File: src/rtl/bd8_pwrsw_conditioner.sv
// Input conditioner for the power-mux / PCB status pins and the DIP-switch settings word.
// Optional macro BD8_GLITCH_COUNT_EN adds the GLITCH_CNT output (rejected-glitch counter).
module bd8_pwrsw_conditioner #(
    parameter int SYNC_STAGES     = 2,
    parameter int DEBOUNCE_CYCLES = 480000,
    parameter int CNTR_WIDTH      = 20
) (
    input  logic       MCLK,
    input  logic       RST,
    input  logic       PWRSTAT_RAW,
    input  logic       MRST_RAW,
    input  logic [3:0] SETTINGSW,
    input  logic [1:0] DELAYSW,
    input  logic [3:0] IMGSELSW,
    input  logic       LATCH,
    output logic       PWRSTAT_S,
    output logic       MRST_S,
    output logic       STAT_VALID,
    output logic       STAT_CHG,
    output logic [9:0] SETTINGS,
    output logic       SETTINGS_VALID
`ifdef BD8_GLITCH_COUNT_EN
    ,
    output logic [7:0] GLITCH_CNT
`endif
);

    localparam logic [CNTR_WIDTH-1:0] CNT_ZERO = {CNTR_WIDTH{1'b0}};
    localparam logic [CNTR_WIDTH-1:0] CNT_ONE  = CNTR_WIDTH'(1);
    localparam logic [CNTR_WIDTH-1:0] CNT_MAX  = {CNTR_WIDTH{1'b1}};
    localparam logic [CNTR_WIDTH-1:0] CNT_LAST = CNTR_WIDTH'(DEBOUNCE_CYCLES - 1);
    // Bit 0 = PWRSTAT, bit 1 = MRST; MRST resets high so downstream sees "board fault".
    localparam logic [1:0]            OUT_RST  = 2'b10;

    typedef enum logic [1:0] {
        ST_INIT    = 2'd0,
        ST_STABLE  = 2'd1,
        ST_PENDING = 2'd2
    } dbnc_state_e;

    logic [11:0]           sync_q [SYNC_STAGES];
    logic [11:0]           sync_d [SYNC_STAGES];
    logic [11:0]           s_bits;
    logic [1:0]            s;
    dbnc_state_e           state_q [2];
    dbnc_state_e           state_d [2];
    logic [CNTR_WIDTH-1:0] cnt_q [2];
    logic [CNTR_WIDTH-1:0] cnt_d [2];
    logic [1:0]            prev_q, prev_d;
    logic [1:0]            out_q, out_d;
    logic [1:0]            flip;
    logic                  stat_valid_q, stat_valid_d;
    logic                  stat_chg_q, stat_chg_d;
    logic [9:0]            settings_q, settings_d;
    logic                  settings_valid_q, settings_valid_d;

    // Synchronizer chain: {IMGSELSW, DELAYSW, SETTINGSW, MRST, PWRSTAT}
    always_comb begin
        sync_d[0] = {IMGSELSW, DELAYSW, SETTINGSW, MRST_RAW, PWRSTAT_RAW};
        for (int i = 1; i < SYNC_STAGES; i++) begin
            sync_d[i] = sync_q[i-1];
        end
    end

    assign s_bits = sync_q[SYNC_STAGES-1];
    assign s      = s_bits[1:0];

    // State register for synchronizers, debouncers, status and settings
    always_ff @(posedge MCLK) begin
        if (RST) begin
            for (int i = 0; i < SYNC_STAGES; i++) begin
                sync_q[i] <= 12'h000;
            end
            for (int i = 0; i < 2; i++) begin
                state_q[i] <= ST_INIT;
                cnt_q[i]   <= CNT_ZERO;
            end
            prev_q           <= 2'b00;
            out_q            <= OUT_RST;
            stat_valid_q     <= 1'b0;
            stat_chg_q       <= 1'b0;
            settings_q       <= 10'h000;
            settings_valid_q <= 1'b0;
        end else begin
            for (int i = 0; i < SYNC_STAGES; i++) begin
                sync_q[i] <= sync_d[i];
            end
            for (int i = 0; i < 2; i++) begin
                state_q[i] <= state_d[i];
                cnt_q[i]   <= cnt_d[i];
            end
            prev_q           <= prev_d;
            out_q            <= out_d;
            stat_valid_q     <= stat_valid_d;
            stat_chg_q       <= stat_chg_d;
            settings_q       <= settings_d;
            settings_valid_q <= settings_valid_d;
        end
    end

    // Debouncer next-state logic, one FSM per status input
    always_comb begin
        for (int i = 0; i < 2; i++) begin
            state_d[i] = state_q[i];
            case (state_q[i])
                ST_INIT: begin
                    if ((s[i] == prev_q[i]) && (cnt_q[i] == CNT_LAST)) state_d[i] = ST_STABLE;
                    else                                               state_d[i] = ST_INIT;
                end
                ST_STABLE: begin
                    if (s[i] != out_q[i]) state_d[i] = ST_PENDING;
                    else                  state_d[i] = ST_STABLE;
                end
                ST_PENDING: begin
                    if (s[i] == out_q[i])        state_d[i] = ST_STABLE;
                    else if (cnt_q[i] == CNT_LAST) state_d[i] = ST_STABLE;
                    else                         state_d[i] = ST_PENDING;
                end
                default: state_d[i] = ST_INIT;
            endcase
        end
    end

    // Debouncer counters and accepted levels
    always_comb begin
        prev_d = s;
        out_d  = out_q;
        flip   = 2'b00;
        for (int i = 0; i < 2; i++) begin
            cnt_d[i] = cnt_q[i];
            case (state_q[i])
                ST_INIT: begin
                    if (s[i] != prev_q[i]) begin
                        cnt_d[i] = CNT_ZERO;
                    end else if (cnt_q[i] == CNT_LAST) begin
                        cnt_d[i] = CNT_ZERO;
                        out_d[i] = s[i];
                    end else begin
                        cnt_d[i] = (cnt_q[i] == CNT_MAX) ? cnt_q[i] : cnt_q[i] + CNT_ONE;
                    end
                end
                ST_STABLE: begin
                    if (s[i] == out_q[i]) cnt_d[i] = CNT_ZERO;
                    else                  cnt_d[i] = CNT_ONE;
                end
                ST_PENDING: begin
                    if (s[i] == out_q[i]) begin
                        cnt_d[i] = CNT_ZERO;
                    end else if (cnt_q[i] == CNT_LAST) begin
                        cnt_d[i] = CNT_ZERO;
                        out_d[i] = s[i];
                        flip[i]  = 1'b1;
                    end else begin
                        cnt_d[i] = (cnt_q[i] == CNT_MAX) ? cnt_q[i] : cnt_q[i] + CNT_ONE;
                    end
                end
                default: cnt_d[i] = CNT_ZERO;
            endcase
        end
    end

    // Status flags and DIP snapshot; the initial INIT->STABLE adoption never pulses STAT_CHG
    always_comb begin
        stat_valid_d = stat_valid_q | ((state_q[0] != ST_INIT) && (state_q[1] != ST_INIT));
        stat_chg_d   = stat_valid_q & (|flip);
        if (LATCH) begin
            settings_d       = {~s_bits[5:2], ~s_bits[7:6], ~s_bits[11:8]};
            settings_valid_d = 1'b1;
        end else begin
            settings_d       = settings_q;
            settings_valid_d = settings_valid_q;
        end
    end

`ifdef BD8_GLITCH_COUNT_EN
    logic [1:0] revert;
    logic [8:0] glitch_sum;
    logic [7:0] glitch_q, glitch_d;

    // Count PENDING->STABLE reverts, saturating at 8'hFF
    always_comb begin
        for (int i = 0; i < 2; i++) begin
            revert[i] = (state_q[i] == ST_PENDING) && (s[i] == out_q[i]);
        end
        glitch_sum = {1'b0, glitch_q} + {8'h00, revert[0]} + {8'h00, revert[1]};
        if (glitch_sum > 9'h0FF) glitch_d = 8'hFF;
        else                     glitch_d = glitch_sum[7:0];
    end

    // Glitch counter register
    always_ff @(posedge MCLK) begin
        if (RST) glitch_q <= 8'h00;
        else     glitch_q <= glitch_d;
    end

    assign GLITCH_CNT = glitch_q;
`endif

    assign PWRSTAT_S      = out_q[0];
    assign MRST_S         = out_q[1];
    assign STAT_VALID     = stat_valid_q;
    assign STAT_CHG       = stat_chg_q;
    assign SETTINGS       = settings_q;
    assign SETTINGS_VALID = settings_valid_q;

endmodule
File: config.mk
export PLATFORM = sky130hd
export DESIGN_NAME = bd8_pwrsw_conditioner
export DESIGN_NICKNAME = d
export VERILOG_FILES = /design/src/rtl/bd8_pwrsw_conditioner.sv
export SDC_FILE = /design/constraint.sdc
export NUM_CORES = 1
export LEC_CHECK = 0
export ABC_AREA = 0
export BUFFER_PORTS_ARGS = -buffer_cell sky130_fd_sc_hd__buf_2
export CAP_MARGIN = 20
export CORE_UTILIZATION = 63
export DETAILED_ROUTE_END_ITERATION = 16
export PLACE_DENSITY_LB_ADDON = 0.05
export SLEW_MARGIN = 20
export SYNTH_ARGS = -nofsm -noshare
export SYNTH_HDL_FRONTEND = slang
export SYNTH_SLANG_ARGS = --single-unit
File: constraint.sdc
create_clock -name MCLK -period 5.6 [get_ports MCLK]
set_input_delay 1.68 -clock MCLK [delete_from_list [all_inputs] [get_ports MCLK]]
set_output_delay 1.68 -clock MCLK [all_outputs]
set_load 0.03 [all_outputs]
==> results.yml <==
outcome:
  status: "completed"
synth:
  ys_ff_latch: 85
  yosysSeqAreaShare: 0.486
  ys_warn_count: 0
  synth_fa_ha_area_frac: 0.00715
  synth_edf_count: 0
  synth-main-ff-cell: "dfxtp_1"
  yosys.area_share.simple: 0.283
  synth_compound_area_frac: 0.112
  async_flop_share: 0
  syn_nets: 406
  netlist_instances: 389
  syn-cell-area_um2: 3500
  ys_types: 44
  synth_top_family_by_area: "simple AND/OR/NAND/NOR gates"
  synth.mux.area_fraction: 0.00858
  synth.avg_cell_area_um2: 9.00
  synth-xor-area-share: 0.0751
power_and_ir_drop:
  finalPower_mw: 1.11
  ir_drop_v: 0.000243
  leakage_nw: 1.34
  power.density_nw_per_um2: 290
floorplanning:
  ios: 30
  die_height_um: 76.5
  die_w_um: 76.5
  rows: 26
  die-area_um2: 5860
  initial_core_util: 0.668
  fp.coreArea_um2: 5240
clock_tree:
  cts_resized: 0
  cts_buffer_depth: 2
  cts_sinks: 85
  cts_tree: "built"
  clock_latency_ps: 360
  htreeDepth: 3
  cts_root_buffer: "clkbuf_8"
  numCtsBuffers: 9
  post-cts-setup-buffers: 0
  clk_pin_slew_worst_paths_ps: 90
  cts_hold_buffers: 0
routing:
  drc: 0
  firstDrtPassIters: 7
  drtIter0Drc: 150
  post_drt_wl_per_cell_um: 12.7
  routed_wl_um: 6170
  vias: 2771
  vias_per_cell: 5.70
  ant_nets: 0
min_path:
  holdPathStages: 1
  worstHoldStart: "sync_q[0][20]"
  hp-class: "flip-flop to flip-flop"
  min_to: "SETTINGS[0]"
job:
  maxCapViolCount: 0
final_layout:
  fillers: 406
  diodes: 0
  fin_cells: 486
  nets: 428
  area_delta_synth_final_pct: 9.87
  layout-drive-gt1-share: 0.127
  post-route-util: 0.734
timing:
  finalSetupViolations: 0
  clock_skew_ps: 8.76
  tns_ps: 0
  slew_violations: 0
  min_period_ps: 3060
  finalHoldViolCount: 0
  max_freq_ghz: 0.327
  holdWs_ps: 412
  tightest_slew_ps: 946
  rsz0062_at_grt: "no"
  slew_headroom: 0.364
  period_share: 0.546
worst_setup_path:
  cp_max_fo: 49
  r2r_cells: 6
  crit_type: "input port to flip-flop"
  rr_endpoint: "cnt_q[0][0]"
  cp.required_ps: 5860
  crit_slowest_cell: "or4_1"
  max_stage_delay_ps: 950
  path_cells: "buf_2 -> or4_1 -> a311oi_1"
  cp-start-kind: "input port"
  worstReg2RegStart: "cnt_q[0][0]"
  crit_path_end_kind: "flip-flop"
  path_delay_family: "simple AND/OR/NAND/NOR gates"
  crit_buf_inv: 1
  cp_data_arrival_time_ps: 3320
  reg2reg_slack_ps: 3110
grt:
  grtUsageTotal: 0.225
  grt_overflow: 0
  grt_max_degree: 50
  grt_antenna_before_repair: 0
  grt_pass1_vias: 2464
  grt_pass1_wl_um: 10600
placed_design:
  portBuffers: 29
  dp_hpwl_um: 4180
  post-place-cells: 470
  place_congestion: 0.793
==> worst max-delay path by stage <==
stage	from	end	slack [ps]	cells past startpoint
final	RST	cnt_q[0][37]	2540	3
after global routing	RST	cnt_q[0][37]	2390	3
after CTS	RST	cnt_q[0][37]	2550	3
after detailed placement	RST	cnt_q[0][37]	2180	3
after global placement	RST	cnt_q[0][31]	2200	3
after floorplan	RST	cnt_q[0][31]	2920	3
==> power by group <==
part           internal [mW]  switching [mW]
Combinational         0.0245          0.0409
Sequential             0.623          0.0101
Clock                  0.182           0.233
==> state kept, by name, summed over array words and instances, names as in the netlist, 2 cells and up <==
signal,flops
state_q,4
SETTINGS,10
sync_q,24
prev_q,2
out_q,2
cnt_q,40
==> synthesized netlist by cell type (5+ instances only) <==
cell | count | share of area
dfxtp_1 | 85 | 0.49
nand2_1 | 17 | 0.018
a21oi_1 | 20 | 0.029
nor2b_1 | 30 | 0.054
o21ai_0 | 13 | 0.019
inv_1 | 5 | 0.0054
nor4_1 | 6 | 0.011
xnor2_1 | 25 | 0.063
a211oi_1 | 15 | 0.032
nor2_1 | 57 | 0.061
and3_1 | 6 | 0.011
clkbuf_1 | 11 | 0.012
nand4_1 | 11 | 0.020
or4_1 | 5 | 0.011
nand3_1 | 14 | 0.020
nor3_1 | 9 | 0.013
xor2_1 | 5 | 0.013
==> area by class of cell <==
class	instances	area, um2	share of cell area
inverters	5	18.8	0.00488
clock buffers	10	138	0.0358
clock inverters	6	55.1	0.0143
flip-flops and latches	85	1700	0.443
repair buffers	29	145	0.0377
multi-input cells	281	1700	0.442
well taps	70	87.6	0.0228
==> logic make-up (layout without fill, tap and decap cells) <==
kind of cell               count (synthesis)  after routing
DFF                                       85             85
adders and majority gates                  2              2
AOI/OAI and AO/OA                         62             62
muxes                                      3              3
buffers and inverters                     23             50
xor gates and xnor gates                  30             30
and+or+nand+nor                          184            184
==> cells in the final DEF (no fill, tap or decap), types with 3 or more instances in the layout <==
cell type  synthesis  routed
dfxtp_1           85      85
nor2_1            57      57
nor2b_1           30      30
buf_2              4      29
xnor2_1           25      25
a21oi_1           20      20
nand2_1           17      17
a211oi_1          15      15
nand3_1           14      14
o21ai_0           13      13
nand4_1           11      11
clkbuf_8           0      10
nor3_1             9       9
and3_1             6       6
nor4_1             6       6
or4_1              5       5
inv_1              5       5
xor2_1             5       5
and4_1             4       4
nand2b_1           4       4
or3_1              4       4
and2_1             3       3
mux2i_1            3       3
or2_2              3       3
==> routing by layer <==
metal,GRT usage,wire [um]
met3,0.0455,260
met1,0.265,2840
met4,0.119,119
met5,0,0
met2,0.386,2950
==> worst reg2reg max path, cell delays in order (launching register included) <==
cell and delay [ps]:
dfxtp_1 420, ha_1 240, nand3_1 190, or4_4 600, nor2_1 190, or4_1 560
o32ai_1 150
==> metrics by stage <==
step | area (um2) | setup WS, ps
final | 3840 | 2540
after global placement | 3650 | 2200
after global routing | 3840 | 2390
after CTS | 3840 | 2550
after floorplan | 3500 | 2920
after detailed placement | 3650 | 2180
Note: power is estimated with default switching activity, not from simulation.
